===== src/rtl/cpu_axi_master_bridge_if.sv =====
// cpu_axi_master_bridge_if: AXI4 master-side channel bundle used by the CPU bridge.
interface cpu_axi_master_bridge_if #(
  parameter int ADDR_W = 32,
  parameter int DATA_W = 32
);
  logic [3:0]          awid;
  logic [ADDR_W-1:0]   awaddr;
  logic [3:0]          awlen;
  logic [2:0]          awsize;
  logic [1:0]          awburst;
  logic                awvalid;
  logic                awready;
  logic [DATA_W-1:0]   wdata;
  logic [DATA_W/8-1:0] wstrb;
  logic                wlast;
  logic                wvalid;
  logic                wready;
  logic [3:0]          bid;
  logic [1:0]          bresp;
  logic                bvalid;
  logic                bready;
  logic [3:0]          arid;
  logic [ADDR_W-1:0]   araddr;
  logic [3:0]          arlen;
  logic [2:0]          arsize;
  logic [1:0]          arburst;
  logic                arvalid;
  logic                arready;
  logic [3:0]          rid;
  logic [DATA_W-1:0]   rdata;
  logic [1:0]          rresp;
  logic                rlast;
  logic                rvalid;
  logic                rready;
  modport master (
    output awid, awaddr, awlen, awsize, awburst, awvalid, input awready,
    output wdata, wstrb, wlast, wvalid, input wready,
    input bid, bresp, bvalid, output bready,
    output arid, araddr, arlen, arsize, arburst, arvalid, input arready,
    input rid, rdata, rresp, rlast, rvalid, output rready
  );
  modport slave (
    input awid, awaddr, awlen, awsize, awburst, awvalid, output awready,
    input wdata, wstrb, wlast, wvalid, output wready,
    output bid, bresp, bvalid, input bready,
    input arid, araddr, arlen, arsize, arburst, arvalid, output arready,
    output rid, rdata, rresp, rlast, rvalid, input rready
  );
endinterface


===== src/rtl/cpu_axi_master_bridge.sv =====
// cpu_axi_master_bridge: CPU memory port to AXI4 master (single-beat writes, INCR burst reads).
// Define POSTED_WRITE_EN to release stall once AW and W are accepted instead of on B.
module cpu_axi_master_bridge #(
  parameter logic [3:0] MASTER_ID = 4'h0,
  parameter int ADDR_W    = 32,
  parameter int DATA_W    = 32,
  parameter int BURST_LEN = 1
) (
  input  logic                clk,
  input  logic                rst,
  input  logic                i_oe,
  input  logic [DATA_W/8-1:0] i_web,
  input  logic [ADDR_W-1:0]   i_addr,
  input  logic [DATA_W-1:0]   i_wdata,
  output logic [DATA_W-1:0]   o_rdata,
  output logic                o_rbeat_valid,
  output logic [3:0]          o_rbeat_idx,
  output logic                o_stall,
  output logic                o_err,
  cpu_axi_master_bridge_if.master axi
);
  localparam logic [2:0] S_IDLE    = 3'd0;
  localparam logic [2:0] S_RD_ADDR = 3'd1;
  localparam logic [2:0] S_RD_DATA = 3'd2;
  localparam logic [2:0] S_WR_REQ  = 3'd3;
  localparam logic [2:0] S_WR_RESP = 3'd4;
  localparam logic [2:0] SIZE      = 3'($clog2(DATA_W/8));
  localparam int         LINE_B    = BURST_LEN * DATA_W / 8;

  logic [2:0]          r_state;
  logic [ADDR_W-1:0]   r_addr;
  logic [DATA_W-1:0]   r_wdata;
  logic [DATA_W/8-1:0] r_strb;
  logic                r_arvalid, r_rready, r_awvalid, r_wvalid, r_bready;
  logic                r_aw_done, r_w_done;
  logic [3:0]          r_beat;
  logic w_wr, w_req, w_aw_hs, w_w_hs, w_aw_done, w_w_done, w_wr_done;
  logic w_beat, w_rlast, w_b, w_unused;

  assign w_wr      = ~&i_web;
  assign w_req     = i_oe | w_wr;
  assign w_aw_hs   = r_awvalid & axi.awready;
  assign w_w_hs    = r_wvalid & axi.wready;
  assign w_aw_done = r_aw_done | w_aw_hs;
  assign w_w_done  = r_w_done | w_w_hs;
  assign w_wr_done = w_aw_done & w_w_done;
  assign w_beat    = (r_state == S_RD_DATA) & axi.rvalid;
  assign w_rlast   = w_beat & axi.rlast;
  assign w_b       = (r_state == S_WR_RESP) & axi.bvalid;
  assign w_unused  = ^{axi.rid, axi.bid};

  assign axi.awid    = MASTER_ID;
  assign axi.awaddr  = r_addr;
  assign axi.awlen   = 4'd0;
  assign axi.awsize  = SIZE;
  assign axi.awburst = 2'b01;
  assign axi.awvalid = r_awvalid;
  assign axi.wdata   = r_wdata;
  assign axi.wstrb   = r_strb;
  assign axi.wlast   = 1'b1;
  assign axi.wvalid  = r_wvalid;
  assign axi.bready  = r_bready;
  assign axi.arid    = MASTER_ID;
  // cache-line fills start at the line base so the INCR burst covers the whole line
  assign axi.araddr  = (BURST_LEN > 1) ? r_addr - (r_addr % ADDR_W'(LINE_B)) : r_addr;
  assign axi.arlen   = 4'(BURST_LEN - 1);
  assign axi.arsize  = SIZE;
  assign axi.arburst = 2'b01;
  assign axi.arvalid = r_arvalid;
  assign axi.rready  = r_rready;

  assign o_rdata       = w_beat ? axi.rdata : '0;
  assign o_rbeat_valid = w_beat;
  assign o_rbeat_idx   = w_beat ? r_beat : 4'd0;
  assign o_err         = (w_rlast & (axi.rresp != 2'b00)) | (w_b & (axi.bresp != 2'b00));

`ifdef POSTED_WRITE_EN
  assign o_stall = (r_state == S_IDLE)    ? w_req :
                   (r_state == S_RD_DATA) ? ~w_rlast :
                   (r_state == S_WR_REQ)  ? ~w_wr_done :
                   (r_state == S_WR_RESP) ? w_req : 1'b1;
`else
  assign o_stall = (r_state == S_IDLE)    ? w_req :
                   (r_state == S_RD_DATA) ? ~w_rlast :
                   (r_state == S_WR_RESP) ? ~axi.bvalid : 1'b1;
`endif

  always_ff @(posedge clk) begin
    if (r_state == S_IDLE) begin
      r_addr  <= i_addr;
      r_wdata <= i_wdata;
      r_strb  <= ~i_web;
    end
  end

  always_ff @(posedge clk) begin
    if (rst) begin
      r_state   <= S_IDLE;
      r_arvalid <= 1'b0;
      r_rready  <= 1'b0;
      r_awvalid <= 1'b0;
      r_wvalid  <= 1'b0;
      r_bready  <= 1'b0;
      r_aw_done <= 1'b0;
      r_w_done  <= 1'b0;
      r_beat    <= 4'd0;
    end else begin
      case (r_state)
        S_IDLE: begin
          if (i_oe) begin
            r_state   <= S_RD_ADDR;
            r_arvalid <= 1'b1;
            r_beat    <= 4'd0;
          end else if (w_wr) begin
            r_state   <= S_WR_REQ;
            r_awvalid <= 1'b1;
            r_wvalid  <= 1'b1;
          end
        end
        S_RD_ADDR: begin
          if (axi.arready) begin
            r_state   <= S_RD_DATA;
            r_arvalid <= 1'b0;
            r_rready  <= 1'b1;
          end
        end
        S_RD_DATA: begin
          if (axi.rvalid) r_beat <= r_beat + 4'd1;
          if (w_rlast) begin
            r_state  <= S_IDLE;
            r_rready <= 1'b0;
          end
        end
        S_WR_REQ: begin
          if (w_aw_hs) r_awvalid <= 1'b0;
          if (w_w_hs) r_wvalid <= 1'b0;
          if (w_wr_done) begin
            r_state   <= S_WR_RESP;
            r_bready  <= 1'b1;
            r_aw_done <= 1'b0;
            r_w_done  <= 1'b0;
          end else begin
            r_aw_done <= w_aw_done;
            r_w_done  <= w_w_done;
          end
        end
        S_WR_RESP: begin
          if (axi.bvalid) begin
            r_state  <= S_IDLE;
            r_bready <= 1'b0;
          end
        end
        default: r_state <= S_IDLE;
      endcase
    end
  end
endmodule


===== src/flat_wrapper.sv =====
// flat-port wrapper written by rule: the top's interface ports become plain ports
module cpu_axi_master_bridge_flat 
#(
  parameter logic [3:0] MASTER_ID = 4'h0,
  parameter int ADDR_W    = 32,
  parameter int DATA_W    = 32,
  parameter int BURST_LEN = 1
)
  (clk, rst, i_oe, i_web, i_addr, i_wdata, o_rdata, o_rbeat_valid, o_rbeat_idx, o_stall, o_err, axi_awid, axi_awaddr, axi_awlen, axi_awsize, axi_awburst, axi_awvalid, axi_awready, axi_wdata, axi_wstrb, axi_wlast, axi_wvalid, axi_wready, axi_bid, axi_bresp, axi_bvalid, axi_bready, axi_arid, axi_araddr, axi_arlen, axi_arsize, axi_arburst, axi_arvalid, axi_arready, axi_rid, axi_rdata, axi_rresp, axi_rlast, axi_rvalid, axi_rready);
  cpu_axi_master_bridge_if #(.ADDR_W(ADDR_W), .DATA_W(DATA_W)) axi_i ();
  input  logic clk;
  input  logic rst;
  input  logic i_oe;
  input  logic [DATA_W/8-1:0] i_web;
  input  logic [ADDR_W-1:0] i_addr;
  input  logic [DATA_W-1:0] i_wdata;
  output logic [DATA_W-1:0] o_rdata;
  output logic o_rbeat_valid;
  output logic [3:0] o_rbeat_idx;
  output logic o_stall;
  output logic o_err;
  output wire logic [$bits(axi_i.awid)-1:0] axi_awid;
  output wire logic [$bits(axi_i.awaddr)-1:0] axi_awaddr;
  output wire logic [$bits(axi_i.awlen)-1:0] axi_awlen;
  output wire logic [$bits(axi_i.awsize)-1:0] axi_awsize;
  output wire logic [$bits(axi_i.awburst)-1:0] axi_awburst;
  output wire logic [$bits(axi_i.awvalid)-1:0] axi_awvalid;
  input wire logic [$bits(axi_i.awready)-1:0] axi_awready;
  output wire logic [$bits(axi_i.wdata)-1:0] axi_wdata;
  output wire logic [$bits(axi_i.wstrb)-1:0] axi_wstrb;
  output wire logic [$bits(axi_i.wlast)-1:0] axi_wlast;
  output wire logic [$bits(axi_i.wvalid)-1:0] axi_wvalid;
  input wire logic [$bits(axi_i.wready)-1:0] axi_wready;
  input wire logic [$bits(axi_i.bid)-1:0] axi_bid;
  input wire logic [$bits(axi_i.bresp)-1:0] axi_bresp;
  input wire logic [$bits(axi_i.bvalid)-1:0] axi_bvalid;
  output wire logic [$bits(axi_i.bready)-1:0] axi_bready;
  output wire logic [$bits(axi_i.arid)-1:0] axi_arid;
  output wire logic [$bits(axi_i.araddr)-1:0] axi_araddr;
  output wire logic [$bits(axi_i.arlen)-1:0] axi_arlen;
  output wire logic [$bits(axi_i.arsize)-1:0] axi_arsize;
  output wire logic [$bits(axi_i.arburst)-1:0] axi_arburst;
  output wire logic [$bits(axi_i.arvalid)-1:0] axi_arvalid;
  input wire logic [$bits(axi_i.arready)-1:0] axi_arready;
  input wire logic [$bits(axi_i.rid)-1:0] axi_rid;
  input wire logic [$bits(axi_i.rdata)-1:0] axi_rdata;
  input wire logic [$bits(axi_i.rresp)-1:0] axi_rresp;
  input wire logic [$bits(axi_i.rlast)-1:0] axi_rlast;
  input wire logic [$bits(axi_i.rvalid)-1:0] axi_rvalid;
  output wire logic [$bits(axi_i.rready)-1:0] axi_rready;
  assign axi_awid = axi_i.awid;
  assign axi_awaddr = axi_i.awaddr;
  assign axi_awlen = axi_i.awlen;
  assign axi_awsize = axi_i.awsize;
  assign axi_awburst = axi_i.awburst;
  assign axi_awvalid = axi_i.awvalid;
  assign axi_i.awready = axi_awready;
  assign axi_wdata = axi_i.wdata;
  assign axi_wstrb = axi_i.wstrb;
  assign axi_wlast = axi_i.wlast;
  assign axi_wvalid = axi_i.wvalid;
  assign axi_i.wready = axi_wready;
  assign axi_i.bid = axi_bid;
  assign axi_i.bresp = axi_bresp;
  assign axi_i.bvalid = axi_bvalid;
  assign axi_bready = axi_i.bready;
  assign axi_arid = axi_i.arid;
  assign axi_araddr = axi_i.araddr;
  assign axi_arlen = axi_i.arlen;
  assign axi_arsize = axi_i.arsize;
  assign axi_arburst = axi_i.arburst;
  assign axi_arvalid = axi_i.arvalid;
  assign axi_i.arready = axi_arready;
  assign axi_i.rid = axi_rid;
  assign axi_i.rdata = axi_rdata;
  assign axi_i.rresp = axi_rresp;
  assign axi_i.rlast = axi_rlast;
  assign axi_i.rvalid = axi_rvalid;
  assign axi_rready = axi_i.rready;
  cpu_axi_master_bridge #(.MASTER_ID(MASTER_ID), .ADDR_W(ADDR_W), .DATA_W(DATA_W), .BURST_LEN(BURST_LEN)) u_core (.clk(clk), .rst(rst), .i_oe(i_oe), .i_web(i_web), .i_addr(i_addr), .i_wdata(i_wdata), .o_rdata(o_rdata), .o_rbeat_valid(o_rbeat_valid), .o_rbeat_idx(o_rbeat_idx), .o_stall(o_stall), .o_err(o_err), .axi(axi_i));
endmodule

===== config.mk =====
export PLATFORM = sky130hd
export DESIGN_NAME = cpu_axi_master_bridge_flat
export DESIGN_NICKNAME = d
export VERILOG_FILES = /design/src/rtl/cpu_axi_master_bridge_if.sv /design/src/rtl/cpu_axi_master_bridge.sv /design/src/flat_wrapper.sv
export SDC_FILE = /design/constraint.sdc
export NUM_CORES = 1
export LEC_CHECK = 0
export ABC_AREA = 1
export BUFFER_PORTS_ARGS = -buffer_cell sky130_fd_sc_hd__buf_2
export CORE_AREA = 2 2 113 115
export DETAILED_ROUTE_END_ITERATION = 10
export DIE_AREA = 0 0 115 117
export MAX_ROUTING_LAYER = met4
export PLACE_DENSITY = 0.66
export SYNTH_ARGS = -nofsm -noshare
export SYNTH_HDL_FRONTEND = slang
export SYNTH_SLANG_ARGS = --single-unit
export TNS_END_PERCENT = 50

===== constraint.sdc =====
create_clock -name clk -period 13 [get_ports clk]
set_clock_uncertainty 0.15 [all_clocks]
set_input_delay 1.95 -clock clk [delete_from_list [all_inputs] [get_ports clk]]
set_output_delay 1.95 -clock clk [all_outputs]
set_load 0.01 [all_outputs]

Yosys cells after proc, flatten, opt, wreduce, memory -nomap -nowiden
Index checks and enable logic that the tools add are counted.
- bits in latches: 0
- memories kept: 0
- ROM bits: 0
- logic and storage cells: 92
- register bits: 82
- output and inout bits: 171
- bits of input ports: 121
- bits in writable memories: 0
- bitwise logic cells: 15
- order comparisons: 0
- equality and inequality tests: 15
- shift-type cells: 0
- add/sub/neg operators: 1
- reductions and logical operators: 17
- multiplexer cells: 32
- divide/modulo/power cells: 0
- multipliers: 0
- operator list (cell ; number):
    two-way mux 32 bit ; 1
    two-way mux 3 bit ; 6
    two-way mux 1 bit ; 15
    case mux 3 bit (5 select lines) ; 1
    nonzero test 2 bit ; 7
    two-way mux 4 bit ; 3
    != test 2 bit (second input constant) ; 6
    AND reduction 3 bit ; 4
    AND reduction 4 bit ; 3
    case mux 1 bit (2 select lines) ; 5
    bitwise AND 1 bit ; 8
    != test 2 x 1 -> 1 bit (second input constant) ; 4
    case mux 4 bit (2 select lines) ; 1
    == test 3 x 2 -> 1 bit (second input constant) ; 2
    AND reduction 5 bit ; 1
    adder 4 x 1 -> 4 bit (second input constant) ; 1
    NOT 4 bit ; 1
    OR 1 bit ; 4
    == test 3 x 1 -> 1 bit (second input constant) ; 1
    == test 3 bit (second input constant) ; 1
    zero test 3 bit ; 1
    != test 3 bit (second input constant) ; 1
    NOT 1 bit ; 2
    zero test 1 bit ; 1

Depth between registers and ports, before layout
- depth in word-level cells: 6
- depth in mapped cells: 10
- depth with buffers taken out: 10

Worst setup path after synthesis
OpenSTA, ideal clock, no wires.
- path kind: in2out
- start point: in axi_rvalid
- end point: out o_err
- cell stages on the path: 5
- data arrival time: 2.411 ns
- setup slack: 8.489 ns
- path buffers: 1
- required time: 10.900 ns
- cell sequence: nand2_4 > buf_8 > inv_4 > nand2_2 > o21ai_2
- longest elaborated chain between the ends: 4
- RTL lines (element ; line ; source):
    start, declared ; flat_wrapper.sv:49 ; input wire logic [$bits(axi_i.rvalid)-1:0] axi_rvalid;
    bitwise AND 1 bit ; cpu_axi_master_bridge.sv:47 ; assign w_beat = (r_state == S_RD_DATA) & axi.rvalid;
    net o_rbeat_valid ; flat_wrapper.sv:18 ; output logic o_rbeat_valid;
    bitwise AND 1 bit ; cpu_axi_master_bridge.sv:48 ; assign w_rlast = w_beat & axi.rlast;
    bitwise AND 1 bit ; cpu_axi_master_bridge.sv:75 ; assign o_err = (w_rlast & (axi.rresp != 2'b00)) | (w_b & (axi.bresp != 2'b00));
    OR 1 bit ; cpu_axi_master_bridge.sv:75 ;
    end, declared ; flat_wrapper.sv:21 ; output logic o_err;
The timed path passes the listed nets, and every way through them passes these cells.

Worst setup path after layout
- start point: in axi_rvalid
- end point: out o_err
- longest elaborated chain between the ends: 4
- RTL lines (element ; line):
    bitwise AND 1 bit ; cpu_axi_master_bridge.sv:47
    bitwise AND 1 bit ; cpu_axi_master_bridge.sv:48
    bitwise AND 1 bit ; cpu_axi_master_bridge.sv:75
    OR 1 bit ; cpu_axi_master_bridge.sv:75
Every way passes these cells.

==> key figures <==
STA
  • Actual transition at the worst max-transition pin: 0.970 ns
  • Final critical-path required period: slightly above 5 ns
  • Number of setup violations in the final report: 0
  • Max frequency: a little under 0.2 GHz
  • Final Hold Viols: 0
  • Final Cycle Share: 0.399
  • Worst slew margin relative to its limit: 0.353
  • Final sum of negative setup slack: 0 ns
  • RSZ-0062 raised after global routing: no
  • Pins Over Slew Limit: 0

Setup path
  • Critical Path End Type: output port
  • Beginning of the critical path: axi_rvalid
  • Launching point of the worst reg2reg path: u_core.r_state[0]
  • Cell at the slowest stage of the critical path: sky130_fd_sc_hd__nand2_4
  • WP data arrival: slightly above 3 ns
  • Path type of the worst setup path: input pin to output port
  • Required time of the critical path: 10.90 ns
  • Most frequent cell on the critical path: sky130_fd_sc_hd__buf_2
  • Max stage delay on crit path: 0.69 ns
  • Cell Chain, Critical Path: buf_2, nand2_4, inv_4, nand2_2, o21ai_2, buf_2
  • Critical path fanouts, max: 38
  • Type of element launching the critical path: input pin

Route
  • First-pass detailed-route iteration total: 4
  • Final routed DRC violation total: 0
  • Via count: 2926
  • Number of DRC markers in iteration 0: around 150
  • Antenna-violating nets left: 0
  • Vias/cell: between 4 and 5
  • Final Routed Wirelength: ~9.3 mm
  • Average wire per standard cell: roughly 13 µm

Run status
  • Status: finished, final reports clean

Clocking
  • Clock Root Buffer: sky130_fd_sc_hd__clkbuf_16
  • CTS buffer count: 9
  • Number of clock sinks: between 80 and 90
  • Post-CTS Hold Fix Bufs: 0
  • Clock latency on the worst-skew pair: between 0.3 and 0.4 ns
  • CTS tree: built
  • CTS H-tree depth: 3
  • Number of cells upsized or downsized after cts: 0
  • Number of setup buffers added after CTS: 0
  • Clock slew at reported path FFs: about 0.070 ns
  • Number of buffers between clock root and the deepest sink: 2

Placement
  • Half-perimeter wire length of the detailed placement result: between 7 and 8 mm
  • Count of input and output buffers: about 260
  • Cells after DPL: 689
  • Cell area after placement: 4920 µm²
  • Routability congestion estimate: between 0.7 and 0.8

Power
  • Post-layout total power: between 1 and 1.5 mW
  • Clock network fraction of design power: 0.225
  • Sequential share of power: 0.422
  • Internal power contribution: just under 0.7 mW
  • Pwr Density: between 200 and 250 nW/µm²
  • Leak: 2.61 nW
  • Worst ir drop on vdd: approximately 0.000093 V
  • Switching power: between 0.4 and 0.5 mW
  • Combinational power share: 0.352
  • Net switching share of the total power: 0.368

Synthesis
  • Most area-hungry cell type in the Yosys netlist: sky130_fd_sc_hd__edfxtp_1
  • Most area-consuming cells after synthesis: sky130_fd_sc_hd__edfxtp_1 (53%), sky130_fd_sc_hd__buf_4 (11%), sky130_fd_sc_hd__nor2_4 (8.8%), sky130_fd_sc_hd__dfxtp_1 (7.3%), sky130_fd_sc_hd__inv_1 (4.9%)
  • Synthesis Warnings: 0
  • Cell variety after synth: 29
  • Fraction of post-synthesis cell area in the top cell type by area: 0.529
  • Synthesized area per cell: 12.1 µm²
  • Cell area after synthesis: between 3000 and 4000 µm²
  • Number of instances in the synthesized netlist: between 300 and 400
  • Part of the Yosys area used for sequential elements: 0.602
  • Synth Register Bits: 82

Die
  • Floorplan core area: between 10000 and 15000 µm²
  • Width of the chip: roughly 120 µm
  • Die H: roughly 120 µm
  • Overall die area: about 13000 µm²
  • Ports: 292
  • Starting utilization of the core area: 0.313
  • Row cnt: 41

GRT
  • First-pass GRT wire length: 13.0 mm
  • Global route overflow: 0
  • Number of global-route vias before repair: about 2600
  • Maximum number of pins on one net before global-route repair: 70
  • Antenna violations before repair: 4
  • GRT Resource Usage Total: 0.133

Run
  • Max capacitance violation total: 0

Min path
  • Startpoint of the tightest hold check path: u_core.axi.bready
  • Path category of the worst min-delay check: flop to flop

Cells and area
  • Final Cell Area: 5220 µm²
  • Final Instance Count excl. Fillers: 708
  • Net count, final: about 670
  • Final standard cell utilization of the core: 0.424
  • Area grow syn2layout: 35.2%
  • Layout cell share with drive strength beyond 1: 0.589
[sequential cells by signal, summed over array words and instances, names as in the netlist]
| name | cells |
|---|---|
| u_core.r_beat | 4 |
| u_core.axi.wstrb | 4 |
| u_core.r_w_done | 1 |
| u_core.r_state | 3 |
| u_core.axi.wdata | 32 |
| u_core.axi.arvalid | 1 |
| u_core.axi.awvalid | 1 |
| u_core.r_aw_done | 1 |
| u_core.axi.rready | 1 |
| u_core.axi.wvalid | 1 |
| u_core.axi.araddr | 32 |
| u_core.axi.bready | 1 |
[metal layers]
metal	up-vias	track usage	routed length [µm]
li1	1397	-	-
met1	1343	0.133	3170
met2	164	0.241	5090
met3	22	0.0278	737
met4	0	0.0739	323
met5	-	-	0
[layout by cell type, fill, tap and decap left out, types with 3 or more instances in the layout]
cell	synthesis	layout
sky130_fd_sc_hd__dfxtp_1	14	14
sky130_fd_sc_hd__nand3_1	6	6
sky130_fd_sc_hd__nor2_2	5	5
sky130_fd_sc_hd__diode_2	0	3
sky130_fd_sc_hd__edfxtp_1	68	68
sky130_fd_sc_hd__nand2_1	23	23
sky130_fd_sc_hd__nor2_1	18	18
sky130_fd_sc_hd__buf_2	0	256
sky130_fd_sc_hd__nor2_4	30	30
sky130_fd_sc_hd__conb_1	2	27
sky130_fd_sc_hd__clkbuf_16	0	9
sky130_fd_sc_hd__inv_2	6	6
sky130_fd_sc_hd__inv_8	0	4
sky130_fd_sc_hd__a21oi_1	10	10
sky130_fd_sc_hd__inv_1	50	50
sky130_fd_sc_hd__nand2_2	3	3
[stage by stage]
| step | hold slack (ns) | setup slack, ns |
|---|---|---|
| 4_1_cts | 0.316 | 7.78 |
| 3_5_place_dp | 0.297 | 7.78 |
| 3_3_place_gp | 0.302 | 7.80 |
| 5_1_grt | 0.340 | 7.73 |
| 2_1_floorplan | 0.289 | 8.49 |
| 6_report | 0.316 | 7.81 |
[cell families (layout without fill, tap and decap cells)]
logic type,after synthesis,count (layout),synth area share
AOI/OAI and AO/OA,19,19,0.0292
adders and majority gates,1,1,0.00324
buffers and inverters,120,330,0.190
DFF,82,82,0.602
other,2,30,0.00195
and+or+nand+nor,96,96,0.173
[cell type report]
class                   count  area, µm²
fillers                  1194       7090
clock buffers               9        225
repair buffers            257       1290
well taps                 150        188
flip-flops and latches     82       2320
multi-input cells         143        902
clock inverters             7       68.8
diodes                      3       7.51
inverters                  57        216
[worst max-delay path, delay by kind of cell]
| kind | cells | cell delay, ns |
|---|---|---|
| buffers and inverters | 3 | 0.29 |
| AOI/OAI and AO/OA | 1 | 0.05 |
| and+or+nand+nor | 2 | 0.79 |
[power by group through the flow]
stage          clock (mW)  combinational (mW)  sequential [mW]
2_1_floorplan           0               0.221            0.521
3_3_place_gp            0               0.385            0.463
3_5_place_dp            0               0.392            0.470
4_1_cts             0.256               0.392            0.464
5_1_grt             0.266               0.426            0.474
6_report            0.246               0.385            0.462
[final timing paths]
| kind | end | slack, ns | depth (start not counted) |
|---|---|---|---|
| setup / recovery | o_err | 7.81 | 6 |
| hold / removal | u_core.axi.bready | 0.32 | 2 |
| setup reg to reg | u_core.r_beat[3] | 10.85 | 7 |
| hold reg to reg | u_core.axi.bready | 0.32 | 2 |
[cell usage after synthesis]
| cell type | count |
|---|---|
| sky130_fd_sc_hd__buf_4 | 59 |
| sky130_fd_sc_hd__ha_1 | 1 |
| sky130_fd_sc_hd__nand3_2 | 2 |
| sky130_fd_sc_hd__conb_1 | 2 |
| sky130_fd_sc_hd__nand3_1 | 6 |
| sky130_fd_sc_hd__nor3_2 | 3 |
| sky130_fd_sc_hd__o21ai_1 | 2 |
| sky130_fd_sc_hd__nor3_1 | 1 |
| sky130_fd_sc_hd__inv_4 | 1 |
| sky130_fd_sc_hd__nand4_1 | 2 |
| sky130_fd_sc_hd__o21ai_0 | 2 |
| sky130_fd_sc_hd__a21oi_1 | 10 |
| sky130_fd_sc_hd__inv_1 | 50 |
| sky130_fd_sc_hd__edfxtp_1 | 68 |
| sky130_fd_sc_hd__a31oi_1 | 1 |
| sky130_fd_sc_hd__nand2_2 | 3 |
| sky130_fd_sc_hd__nor2_4 | 30 |
| sky130_fd_sc_hd__nor2_1 | 18 |
| sky130_fd_sc_hd__nand2_1 | 23 |
| sky130_fd_sc_hd__inv_2 | 6 |
| sky130_fd_sc_hd__a211oi_1 | 2 |
| sky130_fd_sc_hd__nor2_2 | 5 |
| sky130_fd_sc_hd__dfxtp_1 | 14 |
| sky130_fd_sc_hd__nand2_4 | 2 |
| sky130_fd_sc_hd__o211ai_2 | 1 |
| sky130_fd_sc_hd__buf_8 | 1 |
| sky130_fd_sc_hd__nand3b_1 | 1 |
| sky130_fd_sc_hd__buf_12 | 3 |
| sky130_fd_sc_hd__o21ai_2 | 1 |
(Power assumes the default switching activity.)
